### src/rtl/spi_peripheral_pkg.sv
// Shared SPI peripheral types: FSM state encoding, frame size limit and the
// helper that masks a received word down to its captured length.
package spi_peripheral_pkg;

  localparam int SPI_PERIPH_MAX_BITS = 24;
  localparam int SPI_PERIPH_DATA_W   = 24;

  typedef logic [1:0] spi_periph_state_t;

  localparam spi_periph_state_t S_IDLE   = 2'd0;
  localparam spi_periph_state_t S_ACTIVE = 2'd1;
  localparam spi_periph_state_t S_DONE   = 2'd2;

  // Keep only the low n bits; n at or above the data width keeps everything.
  function automatic logic [SPI_PERIPH_DATA_W-1:0] len_mask(input logic [4:0] n);
    if (n >= 5'(SPI_PERIPH_DATA_W))
      return '1;
    else
      return (SPI_PERIPH_DATA_W'(1) << n) - SPI_PERIPH_DATA_W'(1);
  endfunction

endpackage

### src/rtl/spi_peripheral_synchronizer.sv
// Multi-flop synchronizer for one asynchronous input, with a selectable
// reset value so inactive-high lines come out of reset deasserted.
module spi_synchronizer #(
  parameter int   STAGES    = 2,
  parameter logic RESET_VAL = 1'b0
) (
  input  logic clk,
  input  logic rst,
  input  logic d,
  output logic q
);

  logic [STAGES-1:0] sync_q;

  always_ff @(posedge clk or negedge rst) begin
    if (!rst)
      sync_q <= {STAGES{RESET_VAL}};
    else
      sync_q <= {sync_q[STAGES-2:0], d};
  end

  assign q = sync_q[STAGES-1];

endmodule

### src/rtl/spi_peripheral.sv
// Mode-0 SPI peripheral oversampled by clk: shifts a preloaded response out on
// miso while capturing mosi, then hands the received word over a valid/ready port.
//
// state    | meaning
// S_IDLE   | waiting for csb to fall while armed
// S_ACTIVE | frame in progress, miso driven, sclk edges shift data
// S_DONE   | one-cycle frame wrap-up: deliver, drop or discard the word
module spi_peripheral
  import spi_peripheral_pkg::*;
#(
  parameter int SYNC_STAGES = 2,
  parameter int MAX_BITS    = SPI_PERIPH_MAX_BITS
) (
  input  logic                         clk,
  input  logic                         rst,
  input  logic                         sclk,
  input  logic                         csb,
  input  logic                         mosi,
  output logic                         miso,
  output logic                         miso_oe,
  input  logic                         i_valid,
  output logic                         i_ready,
  input  logic [SPI_PERIPH_DATA_W-1:0] i_data,
  output logic                         o_valid,
  input  logic                         o_ready,
  output logic [SPI_PERIPH_DATA_W-1:0] o_data,
  output logic [4:0]                   o_bit_count,
  output logic                         o_error
);

  localparam logic [4:0] MAX_CNT = 5'(MAX_BITS);

  logic sclk_s, csb_s, mosi_s;
  logic sclk_d, csb_d;
  logic sclk_rise, sclk_fall, csb_fall, csb_rise;
  logic [1:0] warm_cnt;
  logic armed;
  logic accept, frame_start;
  logic tx_full, overrun;
  logic [SPI_PERIPH_DATA_W-1:0] tx_hold, tx_shift, rx_shift;
  logic [4:0] bit_count;
  spi_periph_state_t state;

  spi_synchronizer #(.STAGES(SYNC_STAGES), .RESET_VAL(1'b0)) u_sync_sclk (
    .clk(clk), .rst(rst), .d(sclk), .q(sclk_s)
  );

  spi_synchronizer #(.STAGES(SYNC_STAGES), .RESET_VAL(1'b1)) u_sync_csb (
    .clk(clk), .rst(rst), .d(csb), .q(csb_s)
  );

  spi_synchronizer #(.STAGES(SYNC_STAGES), .RESET_VAL(1'b0)) u_sync_mosi (
    .clk(clk), .rst(rst), .d(mosi), .q(mosi_s)
  );

  assign sclk_rise   = sclk_s & ~sclk_d;
  assign sclk_fall   = ~sclk_s & sclk_d;
  assign csb_fall    = ~csb_s & csb_d;
  assign csb_rise    = csb_s & ~csb_d;

  assign i_ready     = ~tx_full;
  assign accept      = i_valid & i_ready;
  assign frame_start = (state == S_IDLE) & armed & csb_fall;

  assign miso        = tx_shift[SPI_PERIPH_DATA_W-1];
  assign miso_oe     = (state == S_ACTIVE);

  always_ff @(posedge clk or negedge rst) begin
    if (!rst) begin
      state       <= S_IDLE;
      sclk_d      <= 1'b0;
      csb_d       <= 1'b1;
      warm_cnt    <= 2'(SYNC_STAGES);
      armed       <= 1'b0;
      tx_full     <= 1'b0;
      tx_hold     <= '0;
      tx_shift    <= '0;
      rx_shift    <= '0;
      bit_count   <= '0;
      overrun     <= 1'b0;
      o_valid     <= 1'b0;
      o_data      <= '0;
      o_bit_count <= '0;
      o_error     <= 1'b0;
    end else begin
      sclk_d <= sclk_s;
      csb_d  <= csb_s;

      // The csb synchronizer holds its reset value until flushed; only trust
      // csb_s for arming once the pin has propagated through every stage.
      if (warm_cnt != 2'd0)
        warm_cnt <= warm_cnt - 2'd1;
      else if (csb_s)
        armed <= 1'b1;

      if (frame_start)
        tx_full <= 1'b0;
      else if (accept) begin
        tx_hold <= i_data;
        tx_full <= 1'b1;
      end

      if (o_valid && o_ready)
        o_valid <= 1'b0;

      case (state)
        S_IDLE: begin
          if (frame_start) begin
            state     <= S_ACTIVE;
            tx_shift  <= accept ? i_data : (tx_full ? tx_hold : '0);
            bit_count <= '0;
            overrun   <= 1'b0;
          end
        end
        S_ACTIVE: begin
          if (csb_rise)
            state <= S_DONE;
          if (sclk_rise) begin
            rx_shift <= {rx_shift[SPI_PERIPH_DATA_W-2:0], mosi_s};
            if (bit_count == MAX_CNT)
              overrun <= 1'b1;
            else
              bit_count <= bit_count + 5'd1;
          end
          if (sclk_fall)
            tx_shift <= {tx_shift[SPI_PERIPH_DATA_W-2:0], 1'b0};
        end
        S_DONE: begin
          state <= S_IDLE;
          if (bit_count != 5'd0) begin
            if (o_valid && !o_ready)
              o_error <= 1'b1;
            else begin
              o_data      <= rx_shift & len_mask(bit_count);
              o_bit_count <= bit_count;
              o_valid     <= 1'b1;
              if (overrun)
                o_error <= 1'b1;
            end
          end
        end
        default: state <= S_IDLE;
      endcase
    end
  end

endmodule

### config.mk
export PLATFORM = sky130hd
export DESIGN_NAME = spi_peripheral
export DESIGN_NICKNAME = d
export VERILOG_FILES = /design/src/rtl/spi_peripheral_pkg.sv /design/src/rtl/spi_peripheral_synchronizer.sv /design/src/rtl/spi_peripheral.sv
export SDC_FILE = /design/constraint.sdc
export NUM_CORES = 1
export LEC_CHECK = 0
export ABC_AREA = 0
export CORE_ASPECT_RATIO = 1.1
export CORE_MARGIN = 2
export CORE_UTILIZATION = 45
export DETAILED_ROUTE_END_ITERATION = 8
export DONT_BUFFER_PORTS = 1
export SYNTH_ARGS = -nofsm -noshare
export SYNTH_HDL_FRONTEND = slang
export SYNTH_HIERARCHICAL = 1
export SYNTH_SLANG_ARGS = --single-unit
### constraint.sdc
create_clock -name clk -period 3.2 [get_ports clk]
set_input_delay 0.16 -clock clk [delete_from_list [all_inputs] [get_ports clk]]
set_output_delay 0.16 -clock clk [all_outputs]
set_load 0.1 [all_outputs]
# Word level (Yosys, flattened, before mapping)

Index checks and enable logic that the tools add are counted.

Add/subtract/negate cells: 3
Order comparisons: 1
Eq/ne operators: 9
Shift-type cells: 1
Mux-type cells: 28
Bitwise operators: 16
Reduce and logical (&&, ||, !) cells: 18

Operators with widths:

| cell                  | count |
|---|---|
| $mux 24               | 8 |
| $pmux 24 s2           | 1 |
| $and 24x24->24        | 1 |
| $shl 1x5->24 const A  | 1 |
| $sub 24x2->24 const B | 1 |
| $mux 5                | 3 |
| $mux 1                | 11 |
| $pmux 5 s2            | 1 |
| $reduce_and 3->1      | 3 |
| $ne 2x1->1 const B    | 4 |
| $not 1->1             | 8 |
| $reduce_and 2->1      | 4 |
| $reduce_and 4->1      | 2 |
| $reduce_bool 2->1     | 4 |
| $and 1x1->1           | 7 |
| $add 5x1->5 const B   | 1 |
| $eq 5x5->1 const B    | 1 |
| $ge 5x5->1 const B    | 1 |
| $reduce_bool 5->1     | 1 |
| $mux 2                | 2 |
| $ne 2x2->1 const B    | 2 |
| $pmux 2 s2            | 1 |
| $eq 2x1->1 const B    | 1 |
| $eq 2x2->1 const B    | 1 |
| other kinds (5)       | 6 |

Flip-flop bits (word level): 123
Bits of input ports: 31
Output and inout port bits: 34
Word-level logic and storage cells: 94

# Longest topological paths before layout

Gate-level depths: netlist (run 1).

Depth after elaboration: 7
Gate-level depth with buffers: 10

# Modules after synthesis

Netlist (run 1), hierarchy kept.

Modules (own cells, without submodules):

| module                             | instances | cells an instance | area each (um^2) | sequential area each (um^2) |
|---|---|---|---|---|
| spi_peripheral                     | 1         | 589               | 5771.8           | 2930.3 |
| spi_synchronizer (u_sync_mosi ...) | 2         | 2                 | 50.0             | 50.0 |
| spi_synchronizer (u_sync_csb)      | 1         | 2                 | 52.6             | 52.6 |

# Least setup slack after synthesis (run 1)

No wires, ideal clock.

Path kind: register -> register
Start: register bit_count[2]
End: register o_data[19]
Library setup time: 0.110 ns
Arrival time: 2.213 ns
Data required time: 3.090 ns
Setup slack: 0.877 ns
Cell stages (with the launch flop): 10
Buffers on the path: 3
Path through: dfrtp_1 buf_2 buf_2 inv_1 ha_1 buf_2 or4_1 nor2_1 o21ai_0 o41ai_1

Cells in the longest elaborated chain, start to end: 7
Elaborated cells between the ends (all ways): 10

Ends and longest elaborated chain:

| what                   | RTL line                 | RTL |
|---|---|---|
| from (decl)            | spi_peripheral.sv:41     | `logic [4:0] bit_count;` |
| from (signal assigned) | spi_peripheral.sv:123    | `bit_count <= bit_count + 5'd1;` |
| $shl 1x5->24           | spi_peripheral_pkg.sv:19 | `return (SPI_PERIPH_DATA_W'(1) << n) - SPI_PERIPH_DATA_W'(1);` |
| $sub 24x2->24          | spi_peripheral_pkg.sv:19 |  |
| $mux 24                | spi_peripheral_pkg.sv:16 | `if (n >= 5'(SPI_PERIPH_DATA_W))` |
| $mux 24                | spi_peripheral.sv:131    | `if (o_valid && !o_ready)` |
| $mux 24                | spi_peripheral.sv:130    | `if (bit_count != 5'd0) begin` |
| $mux 24                | spi_peripheral.sv:106    | `case (state)` |
| $and 24x24->24         | spi_peripheral.sv:134    | `o_data <= rx_shift & len_mask(bit_count);` |
| to (signal assigned)   | spi_peripheral.sv:134    |  |
| to (decl)              | spi_peripheral.sv:26     | `output logic [SPI_PERIPH_DATA_W-1:0] o_data,` |

Several ways; a longest one is shown, not always the timed one. The select of a mux whose other input is x is not followed.
A chain may end at the register's enable or synchronous reset.

# Worst setup path after layout (run 1)

Start: register bit_count[0]
End: register o_data[22]

The elaborated chain is that of the path after synthesis.

==> flow_summary.toml, run 1 <==
[synthesis]
yosysWarnings = 6
ys_ff_latch = 123
synth_compound_area_share_pct = 17.8
yosysSeqAreaShare_pct = 52.0
ys.flop_type = "dfrtp_1"
synthAdderAreaFrac_pct = 1.69
synth_edf_count = 0
synth_xor_area_share_pct = 1.03
yosysUniqueCellTypes = 54
synthArstFlopShare_pct = 100
synthSimpleGateAreaFrac_pct = 13.3
muxShareOfSynthArea_pct = 9.95
synth_cells = 595
synth_area_mm2 = 0.00592
synth.area.top_cells = "dfrtp_1 (50%), mux2_2 (8.9%), nand2_1 (7.3%)"
yosys.area.top_type = "dfrtp_1"
syn_area_per_cell_um2 = 9.96
synth_top_cell_area_share_pct = 50.3
synth_top_family_by_area = "compound AO/OA/AOI/OAI gates"
synth_fp_nets = 634

[worst_setup_path]
worstPathMaxFanout = 13
crit_start = "bit_count[0]"
reg2regPathDepth = 9
critPathMaxStageDelay_ns = 0.45
reg2reg_to = "o_data[22]"
cp_common_cell = "ha_1"
end_kind = "register"
r2r_start = "bit_count[0]"
critPathKind = "register to register"
cp-start-kind = "register"
crit_slowest_cell = "nor2b_1"
crit_arrival_ns = 3.21
critPathRequiredTime_ns = 3.55
critPathBufInv = 1
worst_path_dominant_cell_family = "compound AO/OA/AOI/OAI gates"
rrSetupSlack_ns = 0.33
crit_path_cell_trace = "inv_1 > ha_1 > nor2b_1 > nand2_1 > ha_1 > o31ai_1 > a211oi_2 > a2111o_1 > nand3_1"

[status]
status = "finished clean"

[sta]
rsz0062_at_grt = "no"
finalMaxSlewViolations = 0
max_freq_ghz = 0.348
relSlewSlack_pct = 34.4
final.setup_skew_ns = 0.00815
fin_crit_sh_pct = 89.7
hold_violations = 0
setup_viol = 0
fin_crit_ns = 2.87
worst_pin_slew_ns = 0.984
fin_tns_setup_ns = 0
finalWorstSetupSlack_ns = 0.330

[finish]
final_core_util_pct = 55.1
drive_above_1_share_pct = 16.5
finalInstanceArea_mm2 = 0.00703
nets = 658
diodes = 0
nFillCells = 1121
syn_to_final_growth_pct = 18.6

[drt]
drc = 0
wirelength_um = 13400
num_vias = 4388
ant_nets = 0
firstDrtPassIters = 5
drt_iter0_drc = 253
wl_per_cell_um = 16.9
via_per_inst = 5.57

[clock_tree]
clock-sinks = 123
cts_buffers = 17
cts-root-buf = "clkbuf_16"
post_cts_resized = 0
clk_latency_ns = 0.41
clk_path_buf_depth = 2
ctsHtreeMaxLevel = 4
cts_tree = "built"
clk_pin_slew_worst_paths_ns = 0.06

[min_path]
worstHoldPathCells = 4
holdPathEnd = "tx_shift[3]"
min_from = "i_data[3]"
hp-class = "input port to register"

[pwr]
ir_drop_v = 0.000485
powerDensity_mw_per_mm2 = 856
total_leakage_power_nw = 3.10

[run]
drv_cap = 0

[grt]
grt_overflow = 0
grt_usage_pct = 20.4
antenna_found_initial = 0
grt_pass1_vias = 4407
grt_max_degree = 124
grt_pass1_wl_um = 22800

[placed_design]
place_congestion = 0.880
dp_slack_ns = 0.334
io_buffers = 0
hpwl_um = 8680
placed_area_mm2 = 0.00608

[floorplanning]
dieArea_mm2 = 0.0141
ios = 65
placementRows = 43
dieWidth_um = 113
initial_core_util_pct = 46.5
die_h_um = 124
core_mm2 = 0.0128
## cells in the mapped netlist (3+ instances only)
master / count
o21ai_0: 70
nor2b_1: 6
o31ai_1: 6
a21o_1: 6
buf_2: 17
buf_1: 8
nand2_1: 115
o21ai_1: 4
a221o_1: 4
mux2i_1: 6
o2111ai_1: 3
nand2b_1: 9
nor2_1: 27
o21a_1: 5
xnor2_1: 6
dfrtp_1: 119
a31oi_1: 5
nand4_1: 3
mux2_2: 47
ha_1: 8
o221ai_1: 3
o211ai_1: 26
a21oi_1: 14
nand3_1: 4
and3_1: 4
dfstp_2: 4
nor3_1: 3
inv_1: 15
clkbuf_1: 17
## worst max-delay path by stage
stage | endpoint | depth (start not counted)
4_1_cts | o_data[22] | 9
3_5_place_dp | o_data[20] | 9
6_report | o_data[22] | 9
2_1_floorplan | o_data[19] | 9
3_3_place_gp | o_data[22] | 9
5_1_grt | o_data[20] | 9
## cell families (layout without fill, tap and decap cells)
group / Yosys count / count (layout)
adder cells (fa/ha/maj): 8 / 8
multiplexers: 53 / 53
flip-flops: 123 / 123
AO/OA/AOI/OAI: 163 / 163
buffers and inverters: 59 / 95
AND/OR/NAND/NOR: 182 / 182
XOR/XNOR: 7 / 7
## tightest hold or removal path, stage by stage
cell and delay (ns):
nand2_1 0.04, o211ai_1 0.07, o21ai_0 0.06, o21ai_0 0.06
## sequential cells by signal (all words and copies together) (netlist names), 5 cells and up
| register | count |
|---|---|
| o_data | 24 |
| rx_shift | 24 |
| tx_hold | 24 |
| tx_shift | 24 |
| bit_count | 5 |
| o_bit_count | 5 |
## report_power, final
group / internal [mW] / leakage [nW] / switching, mW
logic: 0.643 / 1.22 / 0.950
registers: 1.93 / 1.58 / 0.505
clock network: 1.32 / 0.300 / 0.668
## layout by cell type (no fill, tap or decap), drive strengths merged, types with 8 or more instances in the layout
cell	n
o211ai	26
nand2	116
a21oi	14
o21ai	74
buf	18
ha	8
dfrtp	119
nor2	27
nand2b	9
inv	16
dlygate4sd3	30
clkbuf	20
mux2	47
## per-layer routing
metal | share of wire (%) | GRT usage, % | vias up | routed length (um)
li1 | - | - | 2149 | -
met1 | 44 | 27.0 | 2143 | 5830
met2 | 51 | 32.4 | 85 | 6830
met3 | 4.1 | 5.64 | 11 | 545
met4 | 1.1 | 6.74 | 0 | 149
met5 | 0 | 0 | - | 0
## cell type report
class,instances,area (um2),share of cell area (%)
clock inverters,11,169,2.40
flip-flops and latches,123,3080,43.9
multi-input cells,413,2620,37.2
well taps,157,196,2.80
clock buffers,20,447,6.36
repair buffers,48,455,6.48
inverters,16,60.1,0.855
## stage by stage
| step | power (mW) | hold slack [ns] | cells |
|---|---|---|---|
| after floorplan | 3.60 | -0.136 | 595 |
| after global placement | 3.94 | -0.132 | 726 |
| after detailed placement | 3.98 | -0.132 | 726 |
| after CTS | 6.07 | 0.000860 | 788 |
| after global routing | 6.39 | 0.0500 | 788 |
| final | 6.01 | 0.0191 | 788 |
## timing repair
item,4_1_cts,5_1_grt
hold buffers,31,0
setup buffers,0,0
endpoints found under the hold margin,153,0
No activity file was read; power rests on OpenSTA's default activity.
==> inputs of run 2 (changes only) <==
--- a/config.mk
+++ b/config.mk
@@ -6,11 +6,14 @@
 export NUM_CORES = 1
 export LEC_CHECK = 0
 export ABC_AREA = 0
+export CELL_PAD_IN_SITES_DETAIL_PLACEMENT = 2
+export CELL_PAD_IN_SITES_GLOBAL_PLACEMENT = 2
 export CORE_ASPECT_RATIO = 1.1
 export CORE_MARGIN = 2
-export CORE_UTILIZATION = 45
+export CORE_UTILIZATION = 41
 export DETAILED_ROUTE_END_ITERATION = 8
 export DONT_BUFFER_PORTS = 1
+export PLACE_DENSITY_LB_ADDON = 0.1
 export SYNTH_ARGS = -nofsm -noshare
 export SYNTH_HDL_FRONTEND = slang
 export SYNTH_HIERARCHICAL = 1
==> run 2 against run 1 <==
Effect of this change:
- fmax decreased by 2.5%
- global-route usage increased by 3.7 points
- worst hold slack improved by 0.013 ns
- via count increased by 5.6%
- sequential share of layout area decreased by 0.37 points
- sequential cell count unchanged
- critical endpoint unchanged
- largest cell class unchanged
==> flow_summary.toml, run 2 (synthesized netlist as in run 1, its figures left out) <==
[grt]
grt_pass1_vias = 5409
use_met2_pct = 45.3
grtUsageMet1_pct = 27.0
use_met3_pct = 5.24
grt_max_degree = 124
grt-busiest-layer = "met2"
grt_usage_pct = 24.1
antenna_found_initial = 0
grt_pass1_wl_um = 28800
grt_overflow = 0

[pwr]
powerDensity_mw_per_mm2 = 885
total_leakage_power_nw = 3.09
ir_drop_v = 0.000396

[sta]
final.setup_skew_ns = 0.00854
finalMaxSlewViolations = 0
fin_crit_sh_pct = 92.0
hold_violations = 0
hold_ws_ns = 0.0318
rsz0062_at_grt = "no"
fin_crit_ns = 2.94
relSlewSlack_pct = 35.5
max_freq_ghz = 0.340
fin_tns_setup_ns = 0
worst_pin_slew_ns = 0.968
setup_viol = 0

[min_path]
worstHoldPathCells = 4
holdPathEnd = "tx_shift[18]"
min_from = "i_data[18]"
hp-class = "input port to register"

[finish]
final_common_cell = "dfrtp_1"
nets = 656
finalInstanceArea_mm2 = 0.00709
nFillCells = 1478
multi_input_area_mm2 = 0.00262
drive_above_1_share_pct = 16.3
most-common-layout-cells = "dfrtp_1 (119), nand2_1 (115), o21ai_0 (70), mux2_2 (47), dlygate4sd3_1 (30)"
diodes = 0
seq_area_mm2 = 0.00308
syn_to_final_growth_pct = 19.6
instances_no_fill = 822

[drt]
via_per_inst = 5.64
num_vias = 4633
wirelength_um = 17400
drc = 0
ant_nets = 0
drt_iter0_drc = 157
wl_per_cell_um = 21.1
firstDrtPassIters = 4

[worst_setup_path]
crit_path_cell_trace = "inv_1 > ha_1 > nor2b_1 > nand2_1 > ha_1 > o31ai_1 > a211oi_4 > a2111o_1 > nand3_1"
reg2reg_to = "o_data[22]"
crit_start = "bit_count[1]"
critPathMaxStageDelay_ns = 0.44
crit_arrival_ns = 3.31
end_kind = "register"
worstPathMaxFanout = 13
critPathKind = "register to register"
reg2regPathDepth = 9
r2r_start = "bit_count[1]"
crit_slowest_cell = "dfrtp_1"
critPathBufInv = 1
critPathRequiredTime_ns = 3.56
rrSetupSlack_ns = 0.26
worst_path_dominant_cell_family = "compound AO/OA/AOI/OAI gates"
cp_common_cell = "ha_1"
cp-start-kind = "register"

[clock_tree]
clock-sinks = 123
cts-root-buf = "clkbuf_16"
clk_latency_ns = 0.44
clk_path_buf_depth = 2
ctsHtreeMaxLevel = 4
cts_tree = "built"
clk_pin_slew_worst_paths_ns = 0.06
cts_buffers = 17

[placed_design]
dpl.cell_count = 759
placed_area_mm2 = 0.00612
io_buffers = 0
place_congestion = 0.846
hpwl_um = 10900

[run]
drv_cap = 0

[floorplanning]
ios = 65
die_h_um = 130
dieArea_mm2 = 0.0154
dieWidth_um = 119
placementRows = 46
initial_core_util_pct = 41.5
core_mm2 = 0.0143

[status]
status = "finished clean"
## run 2: cell count changes in the layout (fill, tap and decap cells not counted), sizes merged
cell | before | now
buf | 18 | 16
clkbuf | 20 | 21
clkinv | 6 | 4
clkinvlp | 1 | 3
## run 2: worst min-delay path, delay by kind of cell
family             cells  cell delay (ns)
AOI/OAI and AO/OA      3             0.21
and+or+nand+nor        1             0.04
## run 2: area by class of cell
cell class                      count  share of cell area, %
Multi-Input combinational cell    413                   37.0
Timing Repair Buffer               46                   6.39
Tap cell                          192                   3.39
Sequential cell                   123                   43.5
Inverter                           16                  0.847
Clock inverter                     11                   2.35
Clock buffer                       21                   6.50
## run 2: power by group
group	switching (mW)	leakage [nW]	internal (mW)
registers	0.527	1.58	1.93
logic	1.08	1.21	0.657
clock network	0.735	0.299	1.34
## run 2: per-layer routing
layer	up-vias	part of all wire [%]
met5	-	0
met1	2377	41
met4	0	2.3
li1	2134	-
met2	94	54
met3	28	3.2
## run 2: worst max-delay path by stage
stage	to	cells past startpoint
finish	o_data[22]	9
global route	o_data[22]	9
CTS	o_data[22]	9
detailed placement	o_data[22]	9
global placement	o_data[22]	9
floorplan	o_data[19]	9
## run 2: timing repair
action / CTS / global route
hold buffers: 31 / 0
setup buffers: 0 / 0
setup endpoints to repair: 0 / 2
hold endpoints to repair: 153 / 0
resized for setup: 0 / 1
## run 2: stage by stage
stage	util, %	power, mW	setup slack, ns
5_1_grt	49.6	6.62	0.0467
3_3_place_gp	42.9	3.99	0.488
2_1_floorplan	-	3.60	0.877
6_report	49.6	6.27	0.258
3_5_place_dp	42.9	4.09	0.267
4_1_cts	49.6	6.29	0.169
==> inputs of run 3 (changes only) <==
--- a/config.mk
+++ b/config.mk
@@ -8,11 +8,12 @@
 export ABC_AREA = 0
 export CELL_PAD_IN_SITES_DETAIL_PLACEMENT = 2
 export CELL_PAD_IN_SITES_GLOBAL_PLACEMENT = 2
-export CORE_ASPECT_RATIO = 1.1
+export CORE_ASPECT_RATIO = 0.8
 export CORE_MARGIN = 2
 export CORE_UTILIZATION = 41
 export DETAILED_ROUTE_END_ITERATION = 8
 export DONT_BUFFER_PORTS = 1
+export HOLD_SLACK_MARGIN = 0.12
 export PLACE_DENSITY_LB_ADDON = 0.1
 export SYNTH_ARGS = -nofsm -noshare
 export SYNTH_HDL_FRONTEND = slang
==> run 3 against run 2 <==
Effect of this change:
- sequential cell count stayed put
- fmax is 2.5% higher
- largest cell class unchanged
- clock-buffer cell count is 2 higher
==> flow_summary.toml, run 3 (synthesized netlist as in run 1, its figures left out) <==
[status]
status = "finished clean"

[drt]
wl_per_cell_um = 23.4
wirelength_um = 19200
drt_iter0_drc = 311
firstDrtPassIters = 4
ant_nets = 0
via_per_inst = 5.74
drc = 0
num_vias = 4703

[sta]
max_freq_ghz = 0.348
setup_viol = 0
worst_pin_slew_ns = 1.00
fin_crit_ns = 2.87
hold_violations = 0
finalMaxSlewViolations = 0
rsz0062_at_grt = "no"
final.setup_skew_ns = 0.00904
fin_crit_sh_pct = 89.7
relSlewSlack_pct = 33.1
fin_tns_setup_ns = 0

[placed_design]
place_congestion = 0.889
hpwl_um = 11700
io_buffers = 0
placed_area_mm2 = 0.00614
dpl.cell_count = 756

[worst_setup_path]
crit_arrival_ns = 3.22
critPathMaxStageDelay_ns = 0.44
critPathRequiredTime_ns = 3.55
worstPathMaxFanout = 11
crit_start = "bit_count[1]"
crit_slowest_cell = "dfrtp_1"
cp-start-kind = "register"
crit_path_cell_trace = "inv_1 > ha_1 > nor2b_1 > nand2_1 > ha_1 > buf_4 > nor2b_1 > mux2i_1 > o21a_1 > o221ai_1 > o21ai_0"
critPathKind = "register to register"
end_kind = "register"
r2r_start = "bit_count[1]"

[clock_tree]
cts_buffers = 17
clk_latency_ns = 0.43
post_cts.repair.setup_buffers = 0
clk_pin_slew_worst_paths_ns = 0.06
clk_path_buf_depth = 2
cts_tree = "built"
cts-root-buf = "clkbuf_16"
ctsHtreeMaxLevel = 4
clock-sinks = 123

[pwr]
ir_drop_v = 0.000474
powerDensity_mw_per_mm2 = 887
total_leakage_power_nw = 3.10
power_mw = 6.28

[finish]
syn_to_final_growth_pct = 19.5
nets = 661
finalInstanceArea_mm2 = 0.00708
diodes = 0
drive_above_1_share_pct = 17.2
most-common-layout-cells = "dfrtp_1 (119), nand2_1 (115), o21ai_0 (70), mux2_2 (47), dlygate4sd3_1 (30)"
final_common_cell = "dfrtp_1"
instances_no_fill = 819

[grt]
antenna_found_initial = 0
grt_pass1_vias = 5332
grt_pass1_wl_um = 31200
grt_max_degree = 124
grt_usage_pct = 26.2
grt_overflow = 0

[floorplanning]
die_h_um = 112
initial_core_util_pct = 41.7
dieWidth_um = 138
dieArea_mm2 = 0.0154
core_mm2 = 0.0142
placementRows = 39
ios = 65

[run]
drv_cap = 0

[min_path]
hp-class = "input port to register"
min_from = "i_data[21]"
[run 3: worst max-delay path, delay by kind of cell (launching register included)]
family,cells,cell delay [ns]
AO/OA/AOI/OAI,3,0.42
buffers and inverters,2,0.34
adder cells (fa/ha/maj),2,0.70
AND/OR/NAND/NOR,3,0.74
multiplexers,1,0.14
flip-flops,1,0.44
[run 3: layer usage]
layer  GRT usage (%)  share of wire, %
met1            35.9                48
met2            42.2                47
met3            5.94               4.0
met4            7.76               1.8
met5               0                 0
[run 3: what timing repair did]
action / in CTS / in global routing
endpoints found under the hold margin: 175 / 0
resized for setup: 0 / 0
hold buffers: 31 / 0
[run 3: stage by stage]
stage                     hold slack [ns]  worst slack (ns)  utilization (%)
after floorplan                    -0.136             0.877                -
after global placement             -0.133             0.595             43.2
after detailed placement           -0.133             0.410             43.2
after CTS                           0.147             0.361             49.8
after global routing                0.190            0.0481             49.8
final                               0.155             0.330             49.8
[run 3: cell type report]
type,count,area (um2)
fillers,1487,7120
well taps,184,230
inverters,16,60.1
repair buffers,51,478
multi-input cells,413,2620
clock inverters,9,111
clock buffers,23,498
flip-flops and latches,123,3080
[run 3: final timing paths]
path,end,slack (ns),depth (start not counted)
min in group asynchronous,o_data[21],0.35,2
setup / recovery,o_data[4],0.33,11
max in group asynchronous,o_data[16],2.31,2
hold / removal,tx_shift[21],0.15,3
setup reg to reg,o_data[4],0.33,11
hold reg to reg,u_sync_sclk/sync_q[1],0.35,0
[run 3: report_power, final]
group	switching (mW)	total [mW]	internal [mW]
combinational	1.16	1.82	0.662
clock	0.747	2.00	1.25
sequential	0.533	2.46	1.93
